$ cat config.mk
export PLATFORM = sky130hd
export DESIGN_NAME = exu_bjp_resolve
export DESIGN_NICKNAME = d
export VERILOG_FILES = /design/src/rtl/exu_bjp_resolve.sv
export SDC_FILE = /design/constraint.sdc
export NUM_CORES = 1
export LEC_CHECK = 0
export CORE_MARGIN = 1.5
export CORE_UTILIZATION = 35
export CTS_CLUSTER_SIZE = 40
export DETAILED_ROUTE_END_ITERATION = 10
export HOLD_SLACK_MARGIN = 0.06
export PLACE_DENSITY = 0.84
export SLEW_MARGIN = 20
export SYNTH_ARGS = -nofsm -noshare
export SYNTH_HDL_FRONTEND = slang
export SYNTH_SLANG_ARGS = --single-unit
$ cat constraint.sdc
create_clock -name clk -period 1.4 [get_ports clk]
set_input_delay 0.28 -clock clk [delete_from_list [all_inputs] [get_ports clk]]
set_output_delay 0.28 -clock clk [all_outputs]
set_load 0.005 [all_outputs]
$ cat src/rtl/exu_bjp_resolve.sv
`default_nettype none
// +----------------------------------------------------------------------------+
// | Module   : exu_bjp_resolve                                                 |
// | Brief    : Branch/jump resolution; raises an IFU redirect on bxx mispredict|
// |            and hands PC + offset operands to the IFU target adder.         |
// |            Optional mispredict counter: define E203_BJP_MISPRED_CNT_EN.    |
// | Revision : 1.0 - initial release                                           |
// +----------------------------------------------------------------------------+

`ifndef PC_Size
`define PC_Size 32
`endif
`ifndef XLEN
`define XLEN 32
`endif

module exu_bjp_resolve (
    input  logic                clk,
    input  logic                rst_n,
    input  logic                i_valid,
    output logic                i_ready,
    input  logic [`PC_Size-1:0] i_pc,
    input  logic                i_bxx,
    input  logic                i_jump,
    input  logic                i_pred_taken,
    input  logic                i_cmp_res,
    input  logic [`XLEN-1:0]    i_imm,
    input  logic                i_rv32,
    output logic                pipe_flush_req,
    input  logic                pipe_flush_ack,
    output logic [`PC_Size-1:0] pipe_flush_add_op1,
    output logic [`PC_Size-1:0] pipe_flush_add_op2,
    output logic                o_mispred,
    output logic [31:0]         o_mispred_cnt
);

    localparam logic [0:0] c_st_idle  = 1'b0;
    localparam logic [0:0] c_st_flush = 1'b1;

    localparam logic [`PC_Size-1:0] c_step_32 = `PC_Size'(4);
    localparam logic [`PC_Size-1:0] c_step_16 = `PC_Size'(2);

    logic [0:0]          r_state;
    logic [0:0]          w_state_nxt;
    logic                w_accept;
    logic                w_mispred;
    logic [`PC_Size-1:0] w_op2_nxt;
    logic [`PC_Size-1:0] r_op1;
    logic [`PC_Size-1:0] r_op2;
    logic                r_mispred;
    logic                w_unused;

    // Jumps are always predicted taken with an exact target, so they never
    // redirect here; i_jump is only carried along the interface.
    assign w_unused = i_jump;

    assign i_ready   = (r_state == c_st_idle);
    assign w_accept  = i_valid & i_ready;
    assign w_mispred = w_accept & i_bxx & (i_pred_taken ^ i_cmp_res);

    // Taken-but-predicted-not-taken redirects to pc+imm, otherwise to the
    // fall-through address; the IFU adder does the actual sum.
    assign w_op2_nxt = i_cmp_res ? i_imm[`PC_Size-1:0]
                                 : (i_rv32 ? c_step_32 : c_step_16);

    always_comb begin
        w_state_nxt = r_state;
        case (r_state)
            c_st_idle:  if (w_mispred)      w_state_nxt = c_st_flush;
            c_st_flush: if (pipe_flush_ack) w_state_nxt = c_st_idle;
            default:                        w_state_nxt = c_st_idle;
        endcase
    end

    always_ff @(posedge clk) begin
        if (!rst_n) begin
            r_state   <= c_st_idle;
            r_op1     <= '0;
            r_op2     <= '0;
            r_mispred <= 1'b0;
        end else begin
            r_state   <= w_state_nxt;
            r_mispred <= w_mispred;
            if (w_mispred) begin
                r_op1 <= i_pc;
                r_op2 <= w_op2_nxt;
            end
        end
    end

    assign pipe_flush_req     = (r_state == c_st_flush);
    assign pipe_flush_add_op1 = r_op1;
    assign pipe_flush_add_op2 = r_op2;
    assign o_mispred          = r_mispred;

`ifdef E203_BJP_MISPRED_CNT_EN
    logic [31:0] r_mispred_cnt;

    always_ff @(posedge clk) begin
        if (!rst_n) begin
            r_mispred_cnt <= 32'd0;
        end else if (w_mispred && (r_mispred_cnt != 32'hFFFF_FFFF)) begin
            r_mispred_cnt <= r_mispred_cnt + 32'd1;
        end
    end

    assign o_mispred_cnt = r_mispred_cnt;
`else
    assign o_mispred_cnt = 32'd0;
`endif

endmodule

`default_nettype wire

Word-level counts from Yosys, hierarchy flattened

Index checks and enable logic that the tools add are counted.

Memory bits (read-only): 0
Register bits after elaboration: 66
Bits of input ports: 73
RAM bits: 0
Output and inout bits: 99
Latch bits: 0
Memories: 0

Bitwise operators: 5
$lt $le $gt $ge: 0
Shift operators: 0
Add/sub/neg operators: 0
Eq/ne operators: 0
Reduce and logical (&&, ||, !) cells: 0
Div/mod/pow operators: 0
Multiplexer cells: 5
Multiply operators: 0

Operators by type and width:

| cell        | number |
|---|---|
| $mux 32     | 1 |
| $and 1x1->1 | 3 |
| $mux 3      | 1 |
| $mux 1      | 2 |
| $pmux 1 s2  | 1 |
| $not 1->1   | 1 |
| $xor 1x1->1 | 1 |

Logic depth before layout (Yosys ltp)

Gate-level depths: netlist of run 1.

Depth in word-level cells: 6
Gate-level depth with buffers: 5
Gate-level depth less buffers: 3

Least setup slack after synthesis of run 1

No wires, ideal clock.

Kind: input -> register
Start point: in i_cmp_res
End point: reg r_op2[0], in the netlist pipe_flush_add_op2[0]
Stages: 5
Setup time: 0.117 ns
Data arrival time: 1.150 ns
Data required time: 1.283 ns
Setup slack: 0.133 ns
Cells stage by stage: buf_4 > xor2_2 > a21oi_1 > buf_2 > a22o_1

Longest elaborated chain between the ends: 2
Elaborated cells between the ends (all ways): 3

RTL lines:

| element                | line | RTL |
|---|---|---|
| start: declaration     | 26   | `input logic i_cmp_res,` |
| $xor 1x1->1            | 59   | `assign w_mispred = w_accept & i_bxx & (i_pred_taken ^ i_cmp_res);` |
| $and 1x1->1            | 59   |  |
| end signal: assignment | 86   | `r_op2 <= w_op2_nxt;` |
| end: declaration       | 49   | `` logic [`PC_Size-1:0] r_op2; `` |

Several ways; a longest one is shown, not always the timed one.
A chain may end at the register's enable or synchronous reset.

Final worst setup path of run 1

Start point: in i_bxx
End point: reg r_op2[12], in the netlist pipe_flush_add_op2[12]

Longest elaborated chain between the ends: 2

RTL lines:

| element                  | line | RTL |
|---|---|---|
| start: declaration       | 23   | `input logic i_bxx,` |
| $and 1x1->1 (2 in a row) | 59   |  |

No other way between the ends.

==> results of run 1 <==
-- stage by stage --
step                total power, uW  area, sq um  TNS, ns  std cells
floorplan                      2290         2660        0        299
global placement               2650         4010   -17.38        495
detailed placement             2660         4010   -18.72        495
CTS                            4400         4170        0        511
global route                   4560         4190        0        511
finish                         4360         4190        0        512
-- cell usage in the layout (no fill, tap or decap), types with 2 or more instances in the layout --
| cell type | n |
|---|---|
| sky130_fd_sc_hd__clkinvlp_4 | 2 |
| sky130_fd_sc_hd__buf_12 | 4 |
| sky130_fd_sc_hd__o21ai_1 | 3 |
| sky130_fd_sc_hd__nor2_1 | 3 |
| sky130_fd_sc_hd__a211oi_1 | 2 |
| sky130_fd_sc_hd__dfxtp_2 | 16 |
| sky130_fd_sc_hd__bufinv_16 | 2 |
| sky130_fd_sc_hd__o21ai_0 | 29 |
| sky130_fd_sc_hd__inv_6 | 2 |
| sky130_fd_sc_hd__buf_4 | 11 |
| sky130_fd_sc_hd__conb_1 | 32 |
| sky130_fd_sc_hd__clkbuf_8 | 9 |
| sky130_fd_sc_hd__buf_6 | 2 |
| sky130_fd_sc_hd__clkdlybuf4s50_1 | 70 |
| sky130_fd_sc_hd__a21oi_1 | 35 |
| sky130_fd_sc_hd__a22o_1 | 30 |
| sky130_fd_sc_hd__nand3_1 | 32 |
| sky130_fd_sc_hd__dlygate4sd2_1 | 67 |
| sky130_fd_sc_hd__dfxtp_1 | 50 |
-- worst max path at each step --
stage                 startpoint                endpoint  slack, ns  cells after the start
global route        i_pred_taken  pipe_flush_add_op1[17]       0.01                      6
finish                     i_bxx  pipe_flush_add_op2[12]       0.06                      5
CTS                    i_cmp_res  pipe_flush_add_op1[10]       0.03                      5
global placement    i_pred_taken  pipe_flush_add_op1[21]      -0.28                      6
floorplan              i_cmp_res   pipe_flush_add_op2[0]       0.13                      5
detailed placement     i_cmp_res  pipe_flush_add_op1[10]      -0.33                      5
-- state kept, by name, indices dropped and copies added (netlist names) --
register and cells:
pipe_flush_add_op1 32, pipe_flush_add_op2 32, o_mispred 1, pipe_flush_req 1
-- cells by family (layout without fill, tap and decap cells) --
group,after synthesis,after routing,synth area share (%)
xor gates and xnor gates,2,2,1.28
DFF,66,66,51.9
buffers and inverters,57,173,13.8
other,1,33,0.147
and+or+nand+nor,40,40,7.92
AOI/OAI and AO/OA,101,101,24.6
muxes,1,1,0.393
-- layer usage --
metal,wire length (microns),vias to the layer above,GRT usage (%)
met5,0,-,0
met4,67,0,4.83
met1,2900,1144,20.9
met3,717,9,9.14
met2,3540,110,30.1
li1,-,1181,-
-- layout make-up --
cell class,instances,area (sq um)
clock buffer,9,124
tap,96,120
fill,622,2720
multi-input combinational,176,1010
clock inverter,7,101
sequential,66,1340
inverter,2,7.51
timing repair buffer,155,1490
antenna,1,2.50
-- power groups by stage --
stage / clock network, uW / registers [uW] / logic [uW]
after floorplan: 0 / 2010 / 280
after global placement: 0 / 2010 / 641
after detailed placement: 0 / 2010 / 651
after CTS: 1820 / 1970 / 615
after global routing: 1910 / 1970 / 679
final: 1780 / 1960 / 624
==> out/metrics.sh, run 1 <==
STATUS='complete, no violations'
REGTOREGSTARTPOINT='pipe_flush_req'
PATH_TYPE_OF_THE_WORST_SETUP_PATH='in -> reg'
SYNTH_COMMON_CELLS='sky130_fd_sc_hd__dfxtp_1, sky130_fd_sc_hd__a21oi_1, sky130_fd_sc_hd__buf_4, sky130_fd_sc_hd__nand3_1, sky130_fd_sc_hd__a22o_1'
WL_PER_CELL_MICRONS=14.1
HOLD_VIOL=0
TYPE_OF_THE_WORST_MIN_DELAY_PATH='reg -> reg'
MAX_FREQ_GHz=0.745
REG2REG_DEPTH=4
HOLD_START='pipe_flush_add_op2[0]'
CORE.ROWCOUNT=30
CTS_BUFFER_DEPTH=2
TIMING_MAX_TRANSITION_VIOLATIONS_FINAL=0
FINAL_CORE_UTILIZATION_PCT=60.7
CTS.HOLD.BUFFERS_ADDED=0
LAYOUT-DRIVE-GT1-SHARE_PCT=12.8
GR-TOTAL-OVERFLOW=0
SEQ_POWER_SHARE_PCT=45.0
FINAL.MIN_CLOCK_PERIOD_NS=1.34
REGTOREGENDPOINT='pipe_flush_add_op2[12]'
MAX_CAP_VIOL_COUNT=0
WORST_SETUP_PATH_START_KIND='input pin'
IO_BUFFER_COUNT=138
HOLD_PATH_END='pipe_flush_add_op2[0]'
CRITPATHSLOWESTCELL='sky130_fd_sc_hd__clkdlybuf4s50_1'
ANTENNA_FOUND_INITIAL=1
DR_TOTAL_VIAS=2444
CP_CELL_SEQUENCE='clkdlybuf4s50_1 > nand3b_1 > nor3_2 > buf_12 > a22o_1'
CLK-INSERTION-DELAY-LATE_NS=0.34
POST_CTS.RESIZED_INSTANCES=83
FINALCLOCKSKEW_NS=0.00774
TIMING.FINAL.WS_SETUP_NS=0.0574
CP_TOP_FAMILY='buffers and inverters'
P_CLK_SHARE_PCT=40.7
CRIT_BUF_INV=2
CTS_BUFFERS=9
DIEWIDTH_MICRONS=88.3
SYNTH_ENABLE_FLOP_CELLS=0
NETLIST_TOP_CELLS_AREA='sky130_fd_sc_hd__dfxtp_1, sky130_fd_sc_hd__a22o_1, sky130_fd_sc_hd__buf_4, sky130_fd_sc_hd__a21oi_1, sky130_fd_sc_hd__nand3_1'
CTS_TREE='built'
CTS.ROOT.BUFFER_CELL='sky130_fd_sc_hd__clkbuf_8'
CLKSINKCOUNT=66
POWER.DENSITY_CELL_AREA_nW_PER_UM2=1040
MIN_DELAY_PATH_DEPTH=1
CRITICAL_PATH.MAX_STAGE_DELAY_NS=0.52
ASYNC_RESET_FF_SHARE_PCT=0
DP_HPWL_MICRONS=5320
P_SW_uW=1060
YOSYSUNIQUECELLTYPES=22
FINAL.HOLD.WORST_SLACK_NS=0.462
FINISH.NET_COUNT=483
YS_SEQ_AREA_SHARE_PCT=51.9
SYN_AREA_PER_CELL_SQ_UM=9.50
WORSTPATHMAXFANOUT=30
VIAS_IN_THE_FIRST_GLOBAL_ROUTE=2264
DRTPASS1ITERATIONS=4
POWER.IR.VDD_WORST_uV=623
SYNTH.TOP_CELL.AREA_SHARE_PCT=51.9
GRT_USE_TOTAL_PCT=18.2
CP_DATA_ARRIVAL_TIME_NS=1.62
CLK_PIN_SLEW_WORST_PATHS_NS=0.07
FP.DIEAREA_SQ_UM=7790
GRT_MAX_DEGREE=36
ROUTE.ANTENNA.REMAINING_NETS=0
AREA_DELTA_SYNTH_FINAL_PCT=64.7
POWER.INTERNAL_uW=3310
CORE_AREA_SQ_UM=6910
DETAIL_ROUTE.WIRELENGTH_MICRONS=7230
TIMING.CRITICAL_PATH.TO_TYPE='flip-flop'
POWER_LEAKAGE_uW=0.00190
GRT_FIRST_PASS_WIRELENGTH_MICRONS=10800
DRC_ERRORS=0
SYNTHESIS.YOSYS.WARNINGS=0
REGTOREGSETUPSLACK_NS=0.13
POST-PLACE-WS_NS=-0.331
SYNTH-MAIN-FF-CELL='sky130_fd_sc_hd__dfxtp_1'
POST_SYNTH_INST_COUNT=268
DIE_H_MICRONS=88.3
POSTSYNTHREGISTERBITS=66
SYNTH.LARGEST_AREA_CELL='sky130_fd_sc_hd__dfxtp_1'
COMB_POWER_SHARE_PCT=14.3
UNREPAIRED_SETUP_ENDPOINTS_AFTER_GLOBAL_ROUTING='no'
WORST_EP_REQUIRED_TIME_NS=1.68
POWER_SWITCHING_SHARE_PCT=24.2
CTS_HTREE_LEVELS=3
MOST_NUMEROUS_CELL_IN_THE_YOSYS_NETLIST='sky130_fd_sc_hd__dfxtp_1'
VIAS_PER_CELL=4.77
IOPINCOUNT=172
SYN_STD_CELL_AREA_SQ_UM=2540
FINALSETUPVIOLATIONS=0
START_UTIL_PCT=36.8
GP_CONGESTION=0.714
FINALCRITPERIODSHARE_PCT=95.9
CTS_SETUP_BUFFERS=0
DRTITER0DRC=117
(Power assumes the default switching activity.)
==> inputs of run 2 (changes only) <==
Settings changed: ABC_CLOCK_PERIOD_IN_PS set to 1400, HOLD_SLACK_MARGIN 0.06 to unset, SLEW_MARGIN 20 to unset.
==> results of run 2 <==
Final layout, timing and power as in run 1 (identical DEF).
